### config.mk
export PLATFORM = sky130hd
export DESIGN_NAME = spe_clocked_accumulator
export DESIGN_NICKNAME = d
export VERILOG_FILES = /design/src/rtl/spe_pkg.sv /design/src/rtl/spe_out_fifo.sv /design/src/rtl/spe_clocked_accumulator.sv
export SDC_FILE = /design/constraint.sdc
export NUM_CORES = 1
export LEC_CHECK = 0
export ABC_AREA = 1
export BUFFER_PORTS_ARGS = -buffer_cell sky130_fd_sc_hd__buf_2
export CAP_MARGIN = 30
export CORE_UTILIZATION = 45
export DETAILED_ROUTE_END_ITERATION = 6
export GPL_TIMING_DRIVEN = 0
export SLEW_MARGIN = 10
export SYNTH_ARGS = -nofsm -noshare
export SYNTH_HDL_FRONTEND = slang
export SYNTH_HIERARCHICAL = 1
export SYNTH_SLANG_ARGS = --single-unit
### constraint.sdc
create_clock -name clk -period 8.5 [get_ports clk]
set_clock_uncertainty 0.2 [all_clocks]
set_input_delay 2.125 -clock clk [delete_from_list [all_inputs] [get_ports clk]]
set_output_delay 2.125 -clock clk [all_outputs]
set_load 0.01 [all_outputs]
### src/rtl/spe_pkg.sv
// rtl/spe_pkg.sv - packet layout, opcodes and helpers shared by the spike PE
package spe_pkg;

  localparam int PKT_W = 33;

  // Packet field positions (msb/lsb of each field)
  localparam int ADDR_START = 32;
  localparam int ADDR_END   = 29;
  localparam int OPC_START  = 28;
  localparam int OPC_END    = 25;
  localparam int DATA_START = 24;
  localparam int DATA_END   = 0;
  localparam int IDX_START  = 24;
  localparam int IDX_END    = 20;
  localparam int TS_START   = 7;
  localparam int TS_STOP    = 0;

  localparam logic [3:0] OPC_PSUM    = 4'h3;
  localparam logic [3:0] OPC_SPIKE   = 4'h5;
  localparam logic [3:0] OPC_TS_END  = 4'h7;
  localparam logic [3:0] OPC_MEM_CLR = 4'hF;

  typedef struct packed {
    logic [3:0]  addr;
    logic [3:0]  opcode;
    logic [24:0] data;
  } spe_pkt_t;

  // Operation carried by stage 2 once stage 1 has decoded and validated a packet
  typedef enum logic [1:0] {
    OP_PSUM    = 2'd0,
    OP_TS_END  = 2'd1,
    OP_MEM_CLR = 2'd2,
    OP_DROP    = 2'd3
  } spe_op_e;

  function automatic spe_pkt_t make_spike(input logic [3:0] addr,
                                          input logic [4:0] idx,
                                          input logic [7:0] ts);
    spe_pkt_t p;
    p        = '0;
    p.addr   = addr;
    p.opcode = OPC_SPIKE;
    p.data[IDX_START:IDX_END] = idx;
    p.data[TS_START:TS_STOP]  = ts;
    return p;
  endfunction

endpackage

### src/rtl/spe_out_fifo.sv
// rtl/spe_out_fifo.sv - synchronous spike FIFO with free-entry count
module spe_out_fifo #(
  parameter int WIDTH = 33,
  parameter int DEPTH = 4
) (
  input  logic                         clk,
  input  logic                         rst_n,
  input  logic                         s_tvalid,
  input  logic [WIDTH-1:0]             s_tdata,
  output logic                         m_tvalid,
  output logic [WIDTH-1:0]             m_tdata,
  input  logic                         m_tready,
  output logic [$clog2(DEPTH+1)-1:0]   free_cnt
);

  localparam int PTR_W = (DEPTH > 1) ? $clog2(DEPTH) : 1;
  localparam int CNT_W = $clog2(DEPTH + 1);
  localparam logic [PTR_W-1:0] PTR_LAST = PTR_W'(DEPTH - 1);
  localparam logic [CNT_W-1:0] CNT_FULL = CNT_W'(DEPTH);

  logic [WIDTH-1:0] store_q [DEPTH];
  logic [PTR_W-1:0] wr_ptr_q, rd_ptr_q;
  logic [CNT_W-1:0] count_q;
  logic             do_push, do_pop;

  // Handshake decode; a push into a full FIFO is taken only when a pop frees the slot
  always_comb begin
    m_tvalid = (count_q != '0);
    m_tdata  = m_tvalid ? store_q[rd_ptr_q] : '0;
    do_pop   = m_tvalid && m_tready;
    do_push  = s_tvalid && ((count_q != CNT_FULL) || do_pop);
    free_cnt = CNT_FULL - count_q;
  end

  // Entry storage; never read while empty, so it needs no reset
  always_ff @(posedge clk) begin
    if (do_push) begin
      store_q[wr_ptr_q] <= s_tdata;
    end
  end

  // Pointers and occupancy
  always_ff @(posedge clk) begin
    if (!rst_n) begin
      wr_ptr_q <= '0;
      rd_ptr_q <= '0;
      count_q  <= '0;
    end else begin
      if (do_push) begin
        wr_ptr_q <= (wr_ptr_q == PTR_LAST) ? '0 : wr_ptr_q + PTR_W'(1);
      end
      if (do_pop) begin
        rd_ptr_q <= (rd_ptr_q == PTR_LAST) ? '0 : rd_ptr_q + PTR_W'(1);
      end
      case ({do_push, do_pop})
        2'b10:   count_q <= count_q + CNT_W'(1);
        2'b01:   count_q <= count_q - CNT_W'(1);
        default: count_q <= count_q;
      endcase
    end
  end

endmodule

### src/rtl/spe_clocked_accumulator.sv
// rtl/spe_clocked_accumulator.sv - two-stage clocked spike PE with membrane accumulation
module spe_clocked_accumulator
  import spe_pkg::*;
#(
  parameter logic [3:0] PE_ID          = 4'd0,
  parameter logic [3:0] OUT_ADDR       = 4'd0,
  parameter int         NUM_NEURONS    = 8,
  parameter int         NUM_PSUM_SRC   = 3,
  parameter int         PSUM_W         = 13,
  parameter int         MEM_W          = 16,
  parameter int         THRESHOLD      = 64,
  parameter int         NUM_TIMESTEPS  = 10,
  parameter int         OUT_FIFO_DEPTH = 4
) (
  input  logic             clk,
  input  logic             rst_n,
  input  logic             in_valid,
  output logic             in_ready,
  input  logic [PKT_W-1:0] in_pkt,
  output logic             out_valid,
  input  logic             out_ready,
  output logic [PKT_W-1:0] out_pkt,
  output logic             err_pulse,
  output logic [7:0]       timestep
);

  localparam int IDX_W  = (NUM_NEURONS > 1) ? $clog2(NUM_NEURONS) : 1;
  localparam int CNT_W  = $clog2(NUM_PSUM_SRC + 1);
  localparam int FREE_W = $clog2(OUT_FIFO_DEPTH + 1);
  localparam logic [CNT_W-1:0]        CNT_FULL = CNT_W'(NUM_PSUM_SRC);
  localparam logic signed [MEM_W-1:0] THR      = MEM_W'(THRESHOLD);
  localparam logic signed [MEM_W-1:0] MEM_MAX  = {1'b0, {(MEM_W-1){1'b1}}};
  localparam logic signed [MEM_W-1:0] MEM_MIN  = {1'b1, {(MEM_W-1){1'b0}}};
  localparam logic [7:0]              TS_LAST  = 8'(NUM_TIMESTEPS - 1);

  // Architectural state
  logic signed [MEM_W-1:0] mem_q [NUM_NEURONS];
  logic [CNT_W-1:0]        cnt_q [NUM_NEURONS];
  logic [7:0]              ts_q;
  logic                    rst_n_q;

  // Stage 1: raw accepted packet
  logic     s1_valid_q;
  spe_pkt_t s1_pkt_q;

  // Stage 2: decoded operation with operands already forwarded
  logic                    s2_valid_q;
  spe_op_e                 s2_op_q;
  logic [IDX_W-1:0]        s2_idx_q;
  logic signed [MEM_W-1:0] s2_psum_q;
  logic signed [MEM_W-1:0] s2_mem_q;
  logic [CNT_W-1:0]        s2_cnt_q;

  // Stage 2 results
  logic signed [MEM_W:0]   s2_sum;
  logic signed [MEM_W-1:0] s2_sat;
  logic signed [MEM_W-1:0] s2_mem_new;
  logic [CNT_W-1:0]        s2_cnt_new;
  logic                    s2_fire;
  spe_pkt_t                spike_pkt;

  // Stage 1 decode results (next state of stage 2)
  logic [4:0]              s1_idx_raw;
  logic [IDX_W-1:0]        s1_idx;
  logic signed [MEM_W-1:0] s1_psum_ext;
  logic signed [MEM_W-1:0] s1_mem_fwd;
  logic [CNT_W-1:0]        s1_cnt_fwd;
  spe_op_e                 s2_op_d;

  logic [FREE_W-1:0]       fifo_free;

  // Capture accepted packets; rst_n_q holds off in_ready until the cycle after reset
  always_ff @(posedge clk) begin
    if (!rst_n) begin
      rst_n_q    <= 1'b0;
      s1_valid_q <= 1'b0;
      s1_pkt_q   <= '0;
    end else begin
      rst_n_q    <= 1'b1;
      s1_valid_q <= in_valid && in_ready;
      if (in_valid && in_ready) begin
        s1_pkt_q <= in_pkt;
      end
    end
  end

  // Stage 2 arithmetic: saturating add, count update, threshold fire with subtraction
  always_comb begin
    s2_sum = {s2_mem_q[MEM_W-1], s2_mem_q} + {s2_psum_q[MEM_W-1], s2_psum_q};
    if (s2_sum[MEM_W] != s2_sum[MEM_W-1]) begin
      s2_sat = s2_sum[MEM_W] ? MEM_MIN : MEM_MAX;
    end else begin
      s2_sat = s2_sum[MEM_W-1:0];
    end
    s2_cnt_new = s2_cnt_q + CNT_W'(1);
    s2_fire    = s2_valid_q && (s2_op_q == OP_PSUM) &&
                 (s2_cnt_new == CNT_FULL) && (s2_sat >= THR);
    s2_mem_new = s2_fire ? (s2_sat - THR) : s2_sat;
    spike_pkt  = make_spike(OUT_ADDR, 5'(s2_idx_q), ts_q);
  end

  // Stage 1 decode: read neuron state, forward from stage 2, apply drop rules
  always_comb begin
    s1_idx_raw  = s1_pkt_q.data[IDX_START:IDX_END];
    s1_idx      = s1_idx_raw[IDX_W-1:0];
    s1_psum_ext = MEM_W'($signed(s1_pkt_q.data[PSUM_W-1:0]));
    s1_mem_fwd  = mem_q[s1_idx];
    s1_cnt_fwd  = cnt_q[s1_idx];
    if (s2_valid_q) begin
      case (s2_op_q)
        OP_PSUM: begin
          if (s2_idx_q == s1_idx) begin
            s1_mem_fwd = s2_mem_new;
            s1_cnt_fwd = s2_cnt_new;
          end
        end
        OP_TS_END: begin
          s1_cnt_fwd = '0;
        end
        OP_MEM_CLR: begin
          s1_mem_fwd = '0;
          s1_cnt_fwd = '0;
        end
        default: begin
        end
      endcase
    end

    s2_op_d = OP_DROP;
    if (s1_pkt_q.addr == PE_ID) begin
      case (s1_pkt_q.opcode)
        OPC_PSUM: begin
          if ((int'(s1_idx_raw) < NUM_NEURONS) && (s1_cnt_fwd != CNT_FULL)) begin
            s2_op_d = OP_PSUM;
          end
        end
        OPC_TS_END:  s2_op_d = OP_TS_END;
        OPC_MEM_CLR: s2_op_d = OP_MEM_CLR;
        default:     s2_op_d = OP_DROP;
      endcase
    end
  end

  // Stage 2 pipeline register
  always_ff @(posedge clk) begin
    if (!rst_n) begin
      s2_valid_q <= 1'b0;
      s2_op_q    <= OP_DROP;
      s2_idx_q   <= '0;
      s2_psum_q  <= '0;
      s2_mem_q   <= '0;
      s2_cnt_q   <= '0;
    end else begin
      s2_valid_q <= s1_valid_q;
      s2_op_q    <= s2_op_d;
      s2_idx_q   <= s1_idx;
      s2_psum_q  <= s1_psum_ext;
      s2_mem_q   <= s1_mem_fwd;
      s2_cnt_q   <= s1_cnt_fwd;
    end
  end

  // Write back neuron state and timestep at the end of stage 2
  always_ff @(posedge clk) begin
    if (!rst_n) begin
      for (int i = 0; i < NUM_NEURONS; i++) begin
        mem_q[i] <= '0;
        cnt_q[i] <= '0;
      end
      ts_q <= '0;
    end else if (s2_valid_q) begin
      case (s2_op_q)
        OP_PSUM: begin
          mem_q[s2_idx_q] <= s2_mem_new;
          cnt_q[s2_idx_q] <= s2_cnt_new;
        end
        OP_TS_END: begin
          for (int i = 0; i < NUM_NEURONS; i++) begin
            cnt_q[i] <= '0;
          end
          ts_q <= (ts_q == TS_LAST) ? '0 : ts_q + 8'd1;
        end
        OP_MEM_CLR: begin
          for (int i = 0; i < NUM_NEURONS; i++) begin
            mem_q[i] <= '0;
            cnt_q[i] <= '0;
          end
        end
        default: begin
        end
      endcase
    end
  end

  // Accept only when a slot is reserved for every packet that might still push a spike
  always_comb begin
    in_ready  = rst_n_q &&
                (32'(fifo_free) >= (32'(s1_valid_q) + 32'(s2_valid_q) + 32'd1));
    err_pulse = s2_valid_q && (s2_op_q == OP_DROP);
    timestep  = ts_q;
  end

  spe_out_fifo #(
    .WIDTH (PKT_W),
    .DEPTH (OUT_FIFO_DEPTH)
  ) u_out_fifo (
    .clk      (clk),
    .rst_n    (rst_n),
    .s_tvalid (s2_fire),
    .s_tdata  (spike_pkt),
    .m_tvalid (out_valid),
    .m_tdata  (out_pkt),
    .m_tready (out_ready),
    .free_cnt (fifo_free)
  );

endmodule

==> reports/results.txt <==
status -> finished with violations
failing checks -> design-rule violations
Initial DRT Pass Iterations -> 7
area taken by multi-input logic gates -> 5920 um^2
H-Tree Level Count -> 2
Post-CTS Resized -> 0
Max VDD drop -> 0.136 mV
number of global-route vias before repair -> 11800
Post-CTS Setup Inserts -> 0
total global routing overflow -> 0
setup violators final -> 0
FF+latch count, synth -> 361
Die X -> 193 um
Power Density -> 315 nW/um^2
Core Util, Final -> 0.535
Buf+Inv Stages, Crit Path -> 7
Crit path top cell by count -> nand2_1
initial antenna violation count -> 1
cells after synthesis -> 1726
largest net degree at the start of global routing -> 26
worst hold slack -> 0.230 ns
final hold viol count -> 0
Initial Utilization -> 0.460
Period minus WS final -> 5.53 ns
Final GP Congestion -> 0.863
detailed-route DRC error count -> 9
fin nets -> 2003
CTS tree -> built
share of layout cells above drive strength 1 -> 0.112
Area Growth Syn to Fin -> 16.3%
dpl hpwl -> 28500 um
crit end category -> flop
post-route ant nets -> 0
Synth Flop Type -> edfxtp_1
via count -> 12300
most common cell after layout, fill and taps aside -> nor2_1
Clk Latency, worst-skew pair -> 0.57 ns
CP startpoint kind -> flop
core area -> 35800 um^2
Slew Limit Fails -> 0
Reg area -> 9990 um^2
delay-heaviest family, CP -> simple AND/OR/NAND/NOR gates
worst endpoint required time -> 8.56 ns
DP Cell Count -> 2350
Initial DRC Count -> 973
Syn. warnings -> 6
FMAX -> 181 MHz
netlist area before placement -> 16500 um^2
max-cap violations -> 0
die area -> 37400 um^2
clk slew on worst S/H paths -> 0.06 ns
Port Buffer Count -> 73
ys async rst share -> 0
first-pass GRT wire length -> 63800 um
Slew headroom -> 0.414
CP arrival -> 5.59 ns
clk sinks -> 361
CP max FO -> 20
Tcrit/Tclk final -> 0.650
number of library cell types mapped by synthesis -> 54
root buf cell -> clkbuf_16
P_leak -> 7.79 nW
CP Class -> flop to flop
Die Ht -> 193 um
Worst-Margin Slew -> 0.873 ns
Via density -> 5.08
post-synthesis sequential area ratio -> 0.606
Syn Area/Cell -> 9.55 um^2
setup TNS -> 0 ns
CTS buffer count -> 40
cts hold-fix bufs -> 0
Hold Crit Class -> flop to flop
most frequent cells in the layout -> 398 x nor2_1, 276 x edfxtp_1, 246 x nand2_1, 131 x inv_1, 131 x o21ai_0
io pins -> 81
WL final -> 40000 um
EDFF count, synth -> 276
fillers -> 3213
All-Layer GR Usage -> 0.218
setup repair after global routing missed its margin -> no
Max clock buf depth -> 3
row count -> 69
WL per Instance -> 16.5 um
slowest CP cell -> nor2_4
max incr delay on CP -> 0.56 ns
fin cells -> 2425
## through the flow
step | power, W | cell area, um^2 | setup WS (ns)
2_1_floorplan | 0.00366 | 16800 | 2.93
3_3_place_gp | 0.00435 | 17800 | 1.30
3_5_place_dp | 0.00437 | 17900 | 2.96
4_1_cts | 0.00607 | 19200 | 2.94
5_1_grt | 0.00641 | 19200 | 2.56
6_report | 0.00604 | 19200 | 2.97
## area by class of cell
cell class                      count  share of cell area
Timing Repair Buffer               77              0.0244
Clock buffer                       59              0.0602
Multi-Input combinational cell   1225               0.309
Antenna cell                        1            0.000130
Buffer                             85              0.0212
Clock inverter                     15             0.00692
Sequential cell                   361               0.521
Tap cell                          461              0.0301
Inverter                          141              0.0276
## state kept, by name, indices dropped and copies added (netlist names), named ones only
register             count
u_out_fifo/rd_ptr_q      2
s2_psum_q               13
s1_idx                   3
s1_idx_raw               2
s2_valid_q               1
u_out_fifo/store_q     132
timestep                 8
s1_pkt_q                21
s1_valid_q               1
u_out_fifo/count_q       3
cnt_q                   16
rst_n_q                  1
u_out_fifo/wr_ptr_q      2
s2_op_q                  2
mem_q                  128
s2_cnt_q                 2
s2_mem_q                16
s2_idx_q                 3
## cell usage after synthesis, drive strengths merged, types with 5 or more instances
cell type | number | area, um^2
nor2 | 424 | 1710
edfxtp | 276 | 8290
nand2 | 257 | 1000
o21ai | 167 | 840
inv | 138 | 518
a21oi | 103 | 531
dfxtp | 85 | 1700
clkbuf | 65 | 249
nand3 | 64 | 383
ha | 33 | 413
o22ai | 29 | 181
buf | 20 | 158
nand4 | 9 | 77.6
a31oi | 8 | 50.1
o211ai | 8 | 60.1
nor3 | 7 | 40.0
xor2 | 6 | 60.1
nand3b | 5 | 37.5
## layer usage
layer	GRT usage	share of wire	wire length, um	vias to the layer above
met5	0	0	0	-
met4	0.0590	0.020	782	0
met3	0.0396	0.064	2570	61
met2	0.337	0.44	17700	337
met1	0.315	0.48	19000	5802
li1	-	-	-	6119
## worst reg2reg max path: stages (launching register included)
cell and delay, ns:
dfxtp_1 0.34, ha_1 0.35, nand2_1 0.10, inv_1 0.06
nand2_1 0.10, nand2_1 0.06, nand2_1 0.07, nand3_1 0.10
a21oi_1 0.18, xor2_1 0.30, inv_1 0.08, ha_1 0.42
inv_1 0.13, nand3_2 0.13, buf_8 0.16, buf_4 0.17
nand2_1 0.06, inv_1 0.09, ha_1 0.15, nand4_1 0.08
nor2_1 0.17, nand4_4 0.11, nand3_4 0.16, nand2_4 0.08
nor2_8 0.21, o21ai_1 0.35, nor2_4 0.57, buf_16 0.25
## logic make-up after synthesis
logic type / after synthesis / synth area share
and+or+nand+nor: 770 / 0.199
DFF: 361 / 0.606
AOI/OAI and AO/OA: 323 / 0.105
buffers and inverters: 226 / 0.0568
adders and majority gates: 35 / 0.0275
xor gates and xnor gates: 9 / 0.00524
other: 2 / 0.000455
## report_power, final
part           internal, W  total [W]  switching [W]  leakage [nW]
Clock              0.00100    0.00169       0.000685         0.630
Combinational     0.000682    0.00230        0.00161          3.84
Sequential         0.00200    0.00205      0.0000520          3.32
## final timing paths
| kind | endpoint | depth (start not counted) | slack [ns] | from |
|---|---|---|---|---|
| worst max-delay path | u_out_fifo/store_q[2][11] | 27 | 2.97 | s2_mem_q[6] |
| worst min register to register | s2_psum_q[8] | 2 | 0.23 | s1_pkt_q[8] |
| worst max register to register | u_out_fifo/store_q[2][11] | 27 | 2.97 | s2_mem_q[6] |
| worst min-delay path | s2_psum_q[8] | 2 | 0.23 | s1_pkt_q[8] |
(Power assumes the default switching activity.)
